### config.mk
export PLATFORM = sky130hd
export DESIGN_NAME = imem_loader
export DESIGN_NICKNAME = d
export VERILOG_FILES = /design/src/rtl/imem_loader.sv
export SDC_FILE = /design/constraint.sdc
export NUM_CORES = 1
export LEC_CHECK = 0
export ABC_AREA = 1
export BUFFER_PORTS_ARGS = -buffer_cell sky130_fd_sc_hd__buf_2
export CORE_ASPECT_RATIO = 1.4
export CORE_MARGIN = 2
export CORE_UTILIZATION = 41
export CTS_BUF_LIST = sky130_fd_sc_hd__clkbuf_8
export CTS_CLUSTER_DIAMETER = 150
export CTS_CLUSTER_SIZE = 12
export DETAILED_ROUTE_END_ITERATION = 10
export GPL_ROUTABILITY_DRIVEN = 0
export RECOVER_POWER = 50
export SYNTH_ARGS = -nofsm -noshare
export SYNTH_HDL_FRONTEND = slang
export SYNTH_SLANG_ARGS = --single-unit
### constraint.sdc
create_clock -name clk -period 1.8 [get_ports clk]
set_input_delay 0.54 -clock clk [delete_from_list [all_inputs] [get_ports clk]]
set_output_delay 0.54 -clock clk [all_outputs]
set_load 0.02 [all_outputs]
### src/rtl/imem_loader.sv
// Boot-time instruction-memory loader: turns a big-endian byte stream (header word
// count, then N words) into one-cycle word writes and holds the CPU until the image is in.
module imem_loader #(
  parameter int unsigned MAX_WORDS = 256,
  parameter logic [31:0] BASE_ADR  = 32'h0000_0000
) (
  input  logic        clk,
  input  logic        rst_n,
  input  logic        start,
  input  logic        inValid,
  input  logic [7:0]  inByte,
  output logic        inReady,
  output logic        memWEn,
  output logic [31:0] memAdr,
  output logic [31:0] memWord,
  output logic        cpuHold,
  output logic        done,
  output logic        err,
  output logic [31:0] wordCnt
);

  typedef enum logic [2:0] {
    S_IDLE,
    S_HDR,
    S_DATA,
    S_WR,
    S_DONE,
    S_ERR
  } state_t;

  localparam logic [31:0] MAX_N = 32'(MAX_WORDS);

  state_t      state, state_nxt;
  logic [1:0]  byte_idx;
  logic [31:0] n_words;
  logic [31:0] word_reg;
  logic [31:0] hdr_shift;
  logic [31:0] data_shift;
  logic        in_phase;
  logic        accept;
  logic        last_byte;
  logic        start_load;

  // Ready depends on state alone, so there is no path from inValid back to inReady.
  assign in_phase   = (state == S_HDR) || (state == S_DATA);
  assign inReady    = in_phase;
  assign accept     = inValid && in_phase;
  assign last_byte  = accept && (byte_idx == 2'd3);
  assign start_load = start && ((state == S_IDLE) || (state == S_DONE) || (state == S_ERR));

  assign hdr_shift  = {n_words[23:0], inByte};
  assign data_shift = {word_reg[23:0], inByte};

  // NOTE: every signal written below gets a default first, so no path leaves it unassigned and no latch is inferred.
  always_comb begin
    state_nxt = state;
    memWEn    = 1'b0;
    cpuHold   = 1'b1;
    done      = 1'b0;
    err       = 1'b0;
    unique case (state)
      S_IDLE: begin
        if (start) state_nxt = S_HDR;
      end
      S_HDR: begin
        if (last_byte) begin
          if (hdr_shift == 32'd0)      state_nxt = S_DONE;
          else if (hdr_shift > MAX_N)  state_nxt = S_ERR;
          else                         state_nxt = S_DATA;
        end
      end
      S_DATA: begin
        if (last_byte) state_nxt = S_WR;
      end
      S_WR: begin
        memWEn = 1'b1;
        if ((wordCnt + 32'd1) == n_words) state_nxt = S_DONE;
        else                              state_nxt = S_DATA;
      end
      S_DONE: begin
        cpuHold = 1'b0;
        done    = 1'b1;
        if (start) state_nxt = S_HDR;
      end
      S_ERR: begin
        err = 1'b1;
        if (start) state_nxt = S_HDR;
      end
      default: state_nxt = S_IDLE;
    endcase
  end

  // NOTE: sequential state uses non-blocking assignments so every register samples pre-edge values.
  always_ff @(posedge clk) begin
    if (!rst_n) state <= S_IDLE;
    else        state <= state_nxt;
  end

  // NOTE: the assembly registers are plain flops, not a memory array, so they are all reset;
  // this is what guarantees a half-built word is dropped.
  always_ff @(posedge clk) begin
    if (!rst_n) begin
      byte_idx <= 2'd0;
      n_words  <= 32'd0;
      word_reg <= 32'd0;
      memAdr   <= BASE_ADR;
      memWord  <= 32'd0;
      wordCnt  <= 32'd0;
    end else begin
      if (start_load) begin
        byte_idx <= 2'd0;
        n_words  <= 32'd0;
        memAdr   <= BASE_ADR;
        wordCnt  <= 32'd0;
      end
      if (accept) begin
        byte_idx <= byte_idx + 2'd1;
        if (state == S_HDR) begin
          n_words <= hdr_shift;
        end else begin
          word_reg <= data_shift;
          // Capture the completed word so memWord is already valid during the WR cycle.
          if (byte_idx == 2'd3) memWord <= data_shift;
        end
      end
      if (state == S_WR) begin
        memAdr  <= memAdr + 32'd4;
        wordCnt <= wordCnt + 32'd1;
      end
    end
  end

endmodule

### After elaboration in Yosys (flattened, before gate mapping)

Index checks and enable logic that the tools add are counted.

* register bits after elaboration: 157
* logic and storage cells: 55
* input bits: 12
* output and inout bits: 101

* reduce and logical (&&, ||, !) cells: 14
* multiplexer cells: 19
* add/sub/neg operators: 3
* equality and inequality tests: 10
* order comparisons: 1
* bitwise operators: 1

Operator list (number)
* 32-bit two-way mux: 6
* 32-bit by 1-bit adder with 32-bit output, second input constant: 1
* 32-bit by 3-bit adder with 32-bit output, second input constant: 1
* 32-bit == test: 1
* 32-bit by 9-bit greater-than comparator with 1-bit output, second input constant: 1
* 32-bit zero test: 1
* 3-bit two-way mux: 6
* 3-bit one-hot mux with 4 select lines: 1
* 3-bit by 2-bit == test with 1-bit output, second input constant: 2
* 3-bit == test, second input constant: 2
* 3-bit AND reduction: 2
* 1-bit two-way mux: 4
* 2-bit two-way mux: 2
* 2-bit != test, second input constant: 2
* 2-bit nonzero test: 2
* 3-bit by 1-bit == test with 1-bit output, second input constant: 1
* 1-bit logical AND: 3
* 3-bit zero test: 1
* 1-bit logical OR: 3
* 3-bit OR reduction: 1
* 2-bit by 1-bit adder with 2-bit output, second input constant: 1
* 2-bit == test, second input constant: 1
* 2-bit by 1-bit != test with 1-bit output, second input constant: 1
* 2-bit AND reduction: 1
* 1-bit NOT: 1

### Longest topological paths before layout

* depth in word-level cells: 7
* mapped depth: 18
* depth with buffers taken out: 18

### Worst setup path after synthesis

OpenSTA, ideal clock, no wires.

* path type: reg-to-reg
* start point: reg wordCnt[0]
* end point: reg state[1]
* path buffers: 0
* setup slack: -0.390 ns
* arrival: 2.058 ns
* period minus slack after synthesis: 2.190 ns
* stages on the path, launching flop included: 19
* data required time: 1.668 ns
* setup time: 0.132 ns
* cell sequence: dfxtp_1 ha_1 nand2_2 nor2_8 nand2_4 nor2_8 nand2_1 nand2_1 nand2_1 nand2_1 nand2_1 nor2_1 nand2_1 nor2_1 nand3_1 nand2_1 nand2_1 nand2_1 a21oi_1

* longest elaborated chain between the ends: 4

Ends and longest elaborated chain
* start: declaration: line 19 `output logic [31:0] wordCnt`
* start signal: assignment: line 128 `wordCnt <= wordCnt + 32'd1;`
* 32-bit by 1-bit adder with 32-bit output: line 77 `if ((wordCnt + 32'd1) == n_words) state_nxt = S_DONE;`
* 32-bit == test: line 77
* 3-bit two-way mux: line 77
* 3-bit one-hot mux with 4 select lines: line 61 `unique case (state)`
* end signal: assignment: line 96 `else state <= state_nxt;`
* end: declaration: line 33 `state_t state, state_nxt;`

No other way between the ends.
A chain may end at the register's enable or synchronous reset.

### Final worst setup path

Same ends and word-level chain as after synthesis.

==> metrics.txt <==
Final min period 2.105 ns; number of synthesized flops with an enable pin 0; CP Capture Type flip-flop; Leak 4.657 nW; Clk pin slew, worst setup/hold paths 0.10 ns; WL/cell 14.38 um; CP max stage delay 0.39 ns; synthesis-stage register bit count 155; TritonCTS clock tree built; Max clock buf depth 2; Top Registers memWord: 32 flops, n_words: 32 flops, wordCnt: 32 flops; number of H-tree levels 4; Storage cell area 3154 um^2; multi-input logic area 4390 um^2; hold-fix buffers at CTS 0; setup TNS -4.432 ns; share of cells above drive strength 1 30.04%; failing checks setup timing; die height 166.4 um; Starting Density 41.70%; fillers 1803; CP Cell Sequence ha_4, nand2_4, nor2_8, nand2_4, nor2_8, nand2_2, nand2_2, nand2_1, nand2_1, nand2_1, nor2_1, nand2_1, nor2_2, nand3_1, nand2_1, nand2_1, nand2_2, a21oi_2; VDD IR max 0.6485 mV; post-place instance area 9769 um^2; synth top area cells dfxtp_1 40%, nand2_1 17%, a21oi_1 8.1%; clk sinks 155; Die Area 19980 um^2; max cap viols 0; hold path startpoint inByte[2]; area delta synth->final 40.01%; CTS buffer count 17; DP HPWL 17440 um; CTS root buffer clkbuf_8; Netlist Area Pre-Place 7727 um^2; Via density 4.966; Yosys top cell area share 40.16%; met1 wire length 10200 um; final instance area 10820 um^2; die width 120.0 um; fin. max-slew vios 0; Final Cycle Share 116.9%; largest net degree at the start of global routing 65; antenna violations before repair 0; total track usage 24.23%; Antenna Cells 0; top layer reached by signal wires met4; vias in the first global route 7988; Cell Count, Final, Fillers Out 1702; setup ws final -0.3045 ns; io pins 113; most frequent CP cell nand2_1; starting DRC count in detailed routing 436; CP Max Fanout 6; Crit-path slowest cell dfxtp_4; Clock Latency Late Sink 0.48 ns; critical path class reg2reg; Fin Clk Skew 0.01647 ns; Core Region 18530 um^2; Remaining DRCs 0; status complete, but fails checks; Syn Inst Count 1171; Worst setup startpoint wordCnt[0]$_SDFFE_PN0P_; routed vias 8452; Synth async-reset ratio 0%; Hold Path Class in2reg; CP Data Arrival Time 2.47 ns; input/output buffers 110; Finish-stage setup viols 64; Total Wirelength 24480 um; DP Cell Count 1637; library cells used by synthesis 40; unrepaired setup endpoints after global routing yes; residual overflow from global routing 0; met3 wire len 951 um; Setup crit start kind flip-flop; WP data required 2.16 ns; power density cells 883.2 nW/um^2; ys flop type dfxtp_1; Hold Fails Final Rpt 0; DRT Pass-1 Iters 5; FMAX 475.2 MHz; Pwr Total 9.555 mW; dominant cell type by area after synthesis dfxtp_1; Reg-to-Reg Start wordCnt[0]$_SDFFE_PN0P_; Final ANT Viol Nets 0; Seq/Total Area, Yosys 40.16%; first-pass GRT wire length 38760 um; Layout Nets 1460; Row Count 59; wire length on met2 12710 um; mean post-synth cell area 6.599 um^2; Ys Warns 0
## worst max-delay path, delay by kind of cell (launching register included)
family	cells	cell delay, ns
adder cells (fa/ha/maj)	1	0.16
AND/OR/NAND/NOR	16	1.40
flip-flops	1	0.39
AO/OA/AOI/OAI	1	0.04
## routing by layer
layer,vias to the layer above,global-route usage (%)
met1,3857,27.99
li1,4367,-
met5,-,0
met4,0,8.491
met3,40,4.178
met2,188,44.34
## synth_stat cells, types with 9 or more instances
master	instances
nand2_1	346
dfxtp_1	155
a21oi_1	125
inv_1	117
nor2_1	101
o21ai_0	88
nand3_1	72
clkbuf_1	43
a211oi_1	18
nand4_1	13
nor2_2	10
nor3_1	10
nand3b_1	9
## cells by family (layout without fill, tap and decap cells)
family,count (synthesis),in the layout,synth area share [%]
AOI/OAI and AO/OA,247,247,17.11
xor gates and xnor gates,12,12,1.554
adders and majority gates,3,3,0.4858
buffers and inverters,170,456,8.403
DFF,155,155,40.16
other,1,2,0.04853
and+or+nand+nor,583,583,32.24
## power by group
| part | internal, mW | switching (mW) | total [mW] |
|---|---|---|---|
| Combinational | 1.06 | 1.67 | 2.73 |
| Sequential | 3.77 | 0.303 | 4.07 |
| Clock | 1.17 | 1.58 | 2.75 |
## cell type report
| cell class | instances | share of cell area (%) |
|---|---|---|
| Timing Repair Buffer | 302 | 19.34 |
| Inverter | 122 | 4.395 |
| Tap cell | 244 | 2.822 |
| Multi-Input combinational cell | 847 | 40.58 |
| Clock buffer | 17 | 2.163 |
| Sequential cell | 155 | 29.15 |
| Clock inverter | 15 | 1.550 |
## through the flow
stage	hold slack (ns)	utilization [%]	worst slack, ns
after CTS	0.3411	57.14	-0.2399
after global placement	0.4446	52.72	-0.3003
after global routing	0.3433	58.39	-0.4453
final	0.3590	58.39	-0.3045
after detailed placement	0.4477	52.72	-0.3237
after floorplan	0.4289	-	-0.1086
## what timing repair did
| action | 4_1_cts | 5_1_grt |
|---|---|---|
| hold endpoints to repair | 0 | 0 |
| pin swaps | 35 | 50 |
| endpoints found under the setup margin | 50 | 72 |
| resized for setup | 71 | 79 |
| buffers inserted | 24 | 13 |
## cells in the final DEF (no fill, tap or decap), drive strengths merged, types with 18 or more instances in the layout
cell type  instances
nand3             73
o21ai             89
clkbuf            64
a21oi            126
a211oi            18
nor2             115
buf              255
nand2            352
inv              130
dfxtp            155
## path summary, 6_finish.rpt
check | cells after the start | to | slack [ns]
setup / recovery | 18 | state[1]$_SDFFE_PN0P_ | -0.30
hold / removal | 3 | memWord[2]$_SDFFE_PN0P_ | 0.36
setup reg to reg | 18 | state[1]$_SDFFE_PN0P_ | -0.30
hold reg to reg | 2 | memWord[7]$_SDFFE_PN0P_ | 0.46
Note: power is estimated with default switching activity, not from simulation.
